`config.mk`:
```
export PLATFORM = sky130hd
export DESIGN_NAME = stat_response_misr
export DESIGN_NICKNAME = d
export VERILOG_FILES = /design/src/rtl/stat_bench_pkg.sv /design/src/rtl/misr_step.sv /design/src/rtl/stat_response_misr.sv
export SDC_FILE = /design/constraint.sdc
export NUM_CORES = 1
export LEC_CHECK = 0
export BUFFER_PORTS_ARGS = -buffer_cell sky130_fd_sc_hd__buf_2
export CORE_ASPECT_RATIO = 0.75
export CORE_MARGIN = 2
export CORE_UTILIZATION = 52
export DETAILED_ROUTE_END_ITERATION = 6
export PLACE_DENSITY_LB_ADDON = 0.08
export REMOVE_ABC_BUFFERS = 1
export SLEW_MARGIN = 10
export SYNTH_ARGS = -nofsm -noshare
export SYNTH_HDL_FRONTEND = slang
export SYNTH_SLANG_ARGS = --single-unit
```
`constraint.sdc`:
```
create_clock -name clk -period 2.8 [get_ports clk]
set_clock_uncertainty 0.05 [all_clocks]
set_input_delay 0 -clock clk [delete_from_list [all_inputs] [get_ports clk]]
set_output_delay 0 -clock clk [all_outputs]
set_load 0.005 [all_outputs]
```
`src/rtl/stat_bench_pkg.sv`:
```
// Shared types and defaults for the Stat_* benchmark test harness blocks.
package stat_bench_pkg;

    localparam int          STAT_WIDTH     = 32;
    localparam int          STAT_CNT_W     = 16;
    localparam logic [31:0] STAT_MISR_POLY = 32'h04C11DB7;
    localparam logic [31:0] STAT_MISR_SEED = 32'hFFFFFFFF;

    typedef enum logic [1:0] {
        ST_IDLE,
        ST_RUN,
        ST_CHECK,
        ST_DONE
    } state_e;

endpackage

```
`src/rtl/misr_step.sv`:
```
// One MISR update: shift left, fold the polynomial back in on MSB carry-out, xor the new word.
module misr_step
    import stat_bench_pkg::*;
#(
    parameter int               WIDTH = STAT_WIDTH,
    parameter logic [WIDTH-1:0] POLY  = WIDTH'(STAT_MISR_POLY)
) (
    input  logic [WIDTH-1:0] sig_in,
    input  logic [WIDTH-1:0] data_in,
    output logic [WIDTH-1:0] sig_out
);

    always_comb begin
        sig_out = {sig_in[WIDTH-2:0], 1'b0} ^ (sig_in[WIDTH-1] ? POLY : '0) ^ data_in;
    end

endmodule

```
`src/rtl/stat_response_misr.sv`:
```
// Compacts benchmark response words into a MISR and compares the final signature to a golden value.
module stat_response_misr
    import stat_bench_pkg::*;
#(
    parameter int               WIDTH = STAT_WIDTH,
    parameter logic [WIDTH-1:0] POLY  = WIDTH'(STAT_MISR_POLY),
    parameter logic [WIDTH-1:0] SEED  = WIDTH'(STAT_MISR_SEED),
    parameter int               CNT_W = STAT_CNT_W
) (
    input  logic             clk,
    input  logic             rst_n,
    input  logic             start,
    input  logic [CNT_W-1:0] num_vec,
    input  logic [WIDTH-1:0] golden,
    input  logic             resp_valid,
    input  logic [WIDTH-1:0] resp_data,
    output logic             resp_ready,
    output logic             busy,
    output logic             done,
    output logic             pass,
    output logic [WIDTH-1:0] signature,
    output logic [CNT_W-1:0] vec_count
);

    state_e           state_q,     state_d;
    logic [WIDTH-1:0] signature_q, signature_d;
    logic [CNT_W-1:0] vec_count_q, vec_count_d;
    logic [CNT_W-1:0] num_vec_q,   num_vec_d;
    logic [WIDTH-1:0] golden_q,    golden_d;
    logic             done_q,      done_d;
    logic             pass_q,      pass_d;

    logic [WIDTH-1:0] sig_next;
    logic [CNT_W-1:0] vec_count_inc;
    logic             accept;

    misr_step #(
        .WIDTH (WIDTH),
        .POLY  (POLY)
    ) u_misr_step (
        .sig_in  (signature_q),
        .data_in (resp_data),
        .sig_out (sig_next)
    );

    assign accept        = resp_valid && (state_q == ST_RUN);
    assign vec_count_inc = vec_count_q + CNT_W'(1);

    // NOTE: every _d gets its hold value first so no path through the case infers a latch.
    always_comb begin
        state_d     = state_q;
        signature_d = signature_q;
        vec_count_d = vec_count_q;
        num_vec_d   = num_vec_q;
        golden_d    = golden_q;
        done_d      = done_q;
        pass_d      = pass_q;
        case (state_q)
            ST_IDLE, ST_DONE: begin
                if (start) begin
                    num_vec_d   = num_vec;
                    golden_d    = golden;
                    signature_d = SEED;
                    vec_count_d = '0;
                    done_d      = 1'b0;
                    pass_d      = 1'b0;
                    state_d     = (num_vec != '0) ? ST_RUN : ST_CHECK;
                end
            end
            ST_RUN: begin
                if (accept) begin
                    signature_d = sig_next;
                    vec_count_d = vec_count_inc;
                    if (vec_count_inc == num_vec_q) state_d = ST_CHECK;
                end
            end
            ST_CHECK: begin
                pass_d  = (signature_q == golden_q);
                done_d  = 1'b1;
                state_d = ST_DONE;
            end
            default: state_d = ST_IDLE;
        endcase
    end

    // NOTE: state flops use non-blocking assignments so all of them update together at the edge.
    always_ff @(posedge clk) begin
        if (!rst_n) begin
            state_q     <= ST_IDLE;
            signature_q <= SEED;
            vec_count_q <= '0;
            num_vec_q   <= '0;
            golden_q    <= '0;
            done_q      <= 1'b0;
            pass_q      <= 1'b0;
        end else begin
            state_q     <= state_d;
            signature_q <= signature_d;
            vec_count_q <= vec_count_d;
            num_vec_q   <= num_vec_d;
            golden_q    <= golden_d;
            done_q      <= done_d;
            pass_q      <= pass_d;
        end
    end

    // Handshake and status decode only from registered state, never from resp_valid.
    assign resp_ready = (state_q == ST_RUN);
    assign busy       = (state_q == ST_RUN) || (state_q == ST_CHECK);
    assign done       = done_q;
    assign pass       = pass_q;
    assign signature  = signature_q;
    assign vec_count  = vec_count_q;

endmodule

```
==> results.tsv <==
metric	value	unit
status	complete, no violations	
row_count	30	
die_area	10200	um2
final_core_util	0.728	
synth_edf_count	0	
holdWs	0.0123	ns
wl	14.8	mm
period_minus_slack	2.45	ns
maxSlewViolCount	0	
avgViaCountPerCell	5.36	
die_x	116	um
portBuffers	135	
cts.path.max_buffers	2	
p_leak	2.64	nW
criticalPathCategory	reg -> reg	
ys_types	42	
remaining_drc_errors	0	
path_max_fanout	22	
fp.dieH	87.9	um
io_pins	136	
cts.clk_slew.worst_paths	0.07	ns
cts_buffers	9	
slew_headroom	0.325	
grt_usage	0.295	
nets	870	
drive_above_1_share	0.208	
multi_input_area	2700	um2
seq_area_frac_synth	0.410	
ir_drop	0.598	mV
holdBufCountCts	65	
drt-initial-drc-count	337	
period_share	0.877	
hold_path_class	in -> reg	
setup_viol	0	
hold_viol	0	
routedWlPerCell	16.2	um
start_util	0.537	
numClockSinks	100	
end_kind	flop	
postCtsResizedCells	0	
regArea	2000	um2
critical_path.endpoint	signature[8]$_SDFFE_PN1P_	
postCtsSetupRepairBufs	0	
core	9080	um2
fin_setup_tns	0	ns
place_area	5650	um2
synthArstFlopShare	0	
start_kind	flop	
rrSetupSlack	0.35	ns
final_area	6620	um2
maxCapViolations	0	
areaGrowthSynthToFinish	35.6	%
arrival	2.68	ns
reg2reg_depth	8	
fmax	407	MHz
cp-startpoint	state_q[1]$_SDFFE_PN0P_	
worstPathRequired	3.02	ns
ys_seq_elements	100	
dp_cells	835	
antenna_left	0	
syn_area	4880	um2
grt_overflow	0	
worst_pin_slew	1.01	ns
htreeDepth	3	
antenna_cells	0	
synth-main-ff-cell	dfxtp_1	
fillerInstances	731	
rsz0062_at_grt	false	
r2r_end	signature[8]$_SDFFE_PN1P_	
hold_path_depth	4	
first_pass_iters	6	
place.gp.congestion	0.956	
grt_max_degree	54	
synth-warning-count	0	
synthCells	603	
cts_tree	done	
clk_latency	0.34	ns
fin_cells	916	
dpl.hpwl	9.64	mm
power_density	781	nW/um2
grt_pass1_wl	23.3	mm
cts-root-buf	clkbuf_16	
grt_pass1_vias	4695	
r2r_start	state_q[1]$_SDFFE_PN0P_	
syn_avg_cell_area	8.09	um2
vias	4908	
antenna_found_initial	0	
-- layout make-up --
type,instances,share of cell area
clock buffers,13,0.0408
repair buffers,209,0.214
clock inverters,3,0.00662
well taps,128,0.0242
flip-flops and latches,100,0.303
multi-input cells,458,0.408
inverters,5,0.00284
-- logic make-up after synthesis --
family | count (synthesis) | share of synthesized area
buffers and inverters | 45 | 0.0364
DFF | 100 | 0.410
adders and majority gates | 3 | 0.00769
xor gates and xnor gates | 102 | 0.183
AOI/OAI and AO/OA | 123 | 0.145
muxes | 3 | 0.00641
and+or+nand+nor | 227 | 0.211
-- Yosys cell counts, drive strengths merged, types with 2 or more instances --
master,n,area share
nor4,7,0.010
nor3,9,0.0092
o21ai,15,0.015
nand2,146,0.11
and4,2,0.0036
nand4,16,0.021
dfxtp,100,0.41
mux2i,2,0.0041
xor2,31,0.056
a21o,2,0.0031
nand3b,2,0.0031
a21boi,2,0.0031
nand3,11,0.011
and2,7,0.0090
and3,6,0.0087
a31oi,2,0.0026
a21oi,57,0.058
ha,3,0.0077
clkbuf,27,0.021
o22ai,32,0.041
xnor2,71,0.13
inv,5,0.0038
o31ai,2,0.0031
o21a,3,0.0046
nand2b,2,0.0026
nor2b,7,0.0090
nor2,10,0.0077
a22oi,2,0.0031
buf,13,0.012
-- where the power goes --
group          internal, mW  switching [mW]  leakage, nW
registers              1.67           0.242        0.816
logic                 0.821            1.14         1.66
clock network         0.767           0.532        0.156
-- registers in the layout (all words and copies together) (netlist names) --
register,cells
golden_q,32
signature,32
num_vec_q,16
vec_count,16
state_q,2
done,1
pass,1
-- per-layer routing --
layer	part of all wire	track usage	vias to the layer above
li1	-	-	2403
met2	0.45	0.486	205
met3	0.079	0.0706	13
met5	0	0	-
met1	0.46	0.398	2287
met4	0.0096	0.0671	0
-- stage by stage --
| step | power (mW) | setup slack [ns] |
|---|---|---|
| 2_1_floorplan | 3.08 | -0.504 |
| 3_3_place_gp | 3.73 | 0.472 |
| 3_5_place_dp | 3.78 | 0.402 |
| 4_1_cts | 5.15 | 0.391 |
| 5_1_grt | 5.46 | 0.179 |
| 6_report | 5.17 | 0.345 |
-- placed cells by master (no fill, tap or decap), types with 4 or more instances in the layout --
cell           synthesis  layout
xor2_1                31      31
dlygate4sd3_1          0      65
nand2_1              146     146
o22ai_1               32      32
buf_4                  0       7
nand3_1               11      11
nor3_1                 9       9
buf_2                  7     135
nand4_1               16      16
xnor2_1               71      71
dfxtp_1              100     100
nor2_1                10      10
inv_1                  4       4
nor4_1                 6       6
and3_1                 5       5
o21ai_0               15      15
nor2b_1                7       7
a21oi_1               57      57
clkbuf_16              0       9
and2_1                 7       6
-- worst min-delay path by stage --
stage / startpoint / end / slack (ns)
3_3_place_gp: golden[30] / golden_q[30]$_SDFFE_PN0P_ / 0.19
4_1_cts: resp_data[27] / signature[27]$_SDFFE_PN1P_ / 0.006
5_1_grt: resp_data[27] / signature[27]$_SDFFE_PN1P_ / 0.02
2_1_floorplan: rst_n / signature[0]$_SDFFE_PN1P_ / 0.01
6_report: resp_data[27] / signature[27]$_SDFFE_PN1P_ / 0.01
3_5_place_dp: golden[26] / golden_q[26]$_SDFFE_PN0P_ / 0.20
-- critical path, stage by stage (launching register included) --
cell and delay (ns):
dfxtp_1 0.33, inv_1 0.06, ha_1 0.31, mux2_2 0.39
and2_1 0.17, nand2_1 0.43, buf_4 0.39, o22ai_1 0.14
nand2_1 0.08
(Power assumes the default switching activity.)
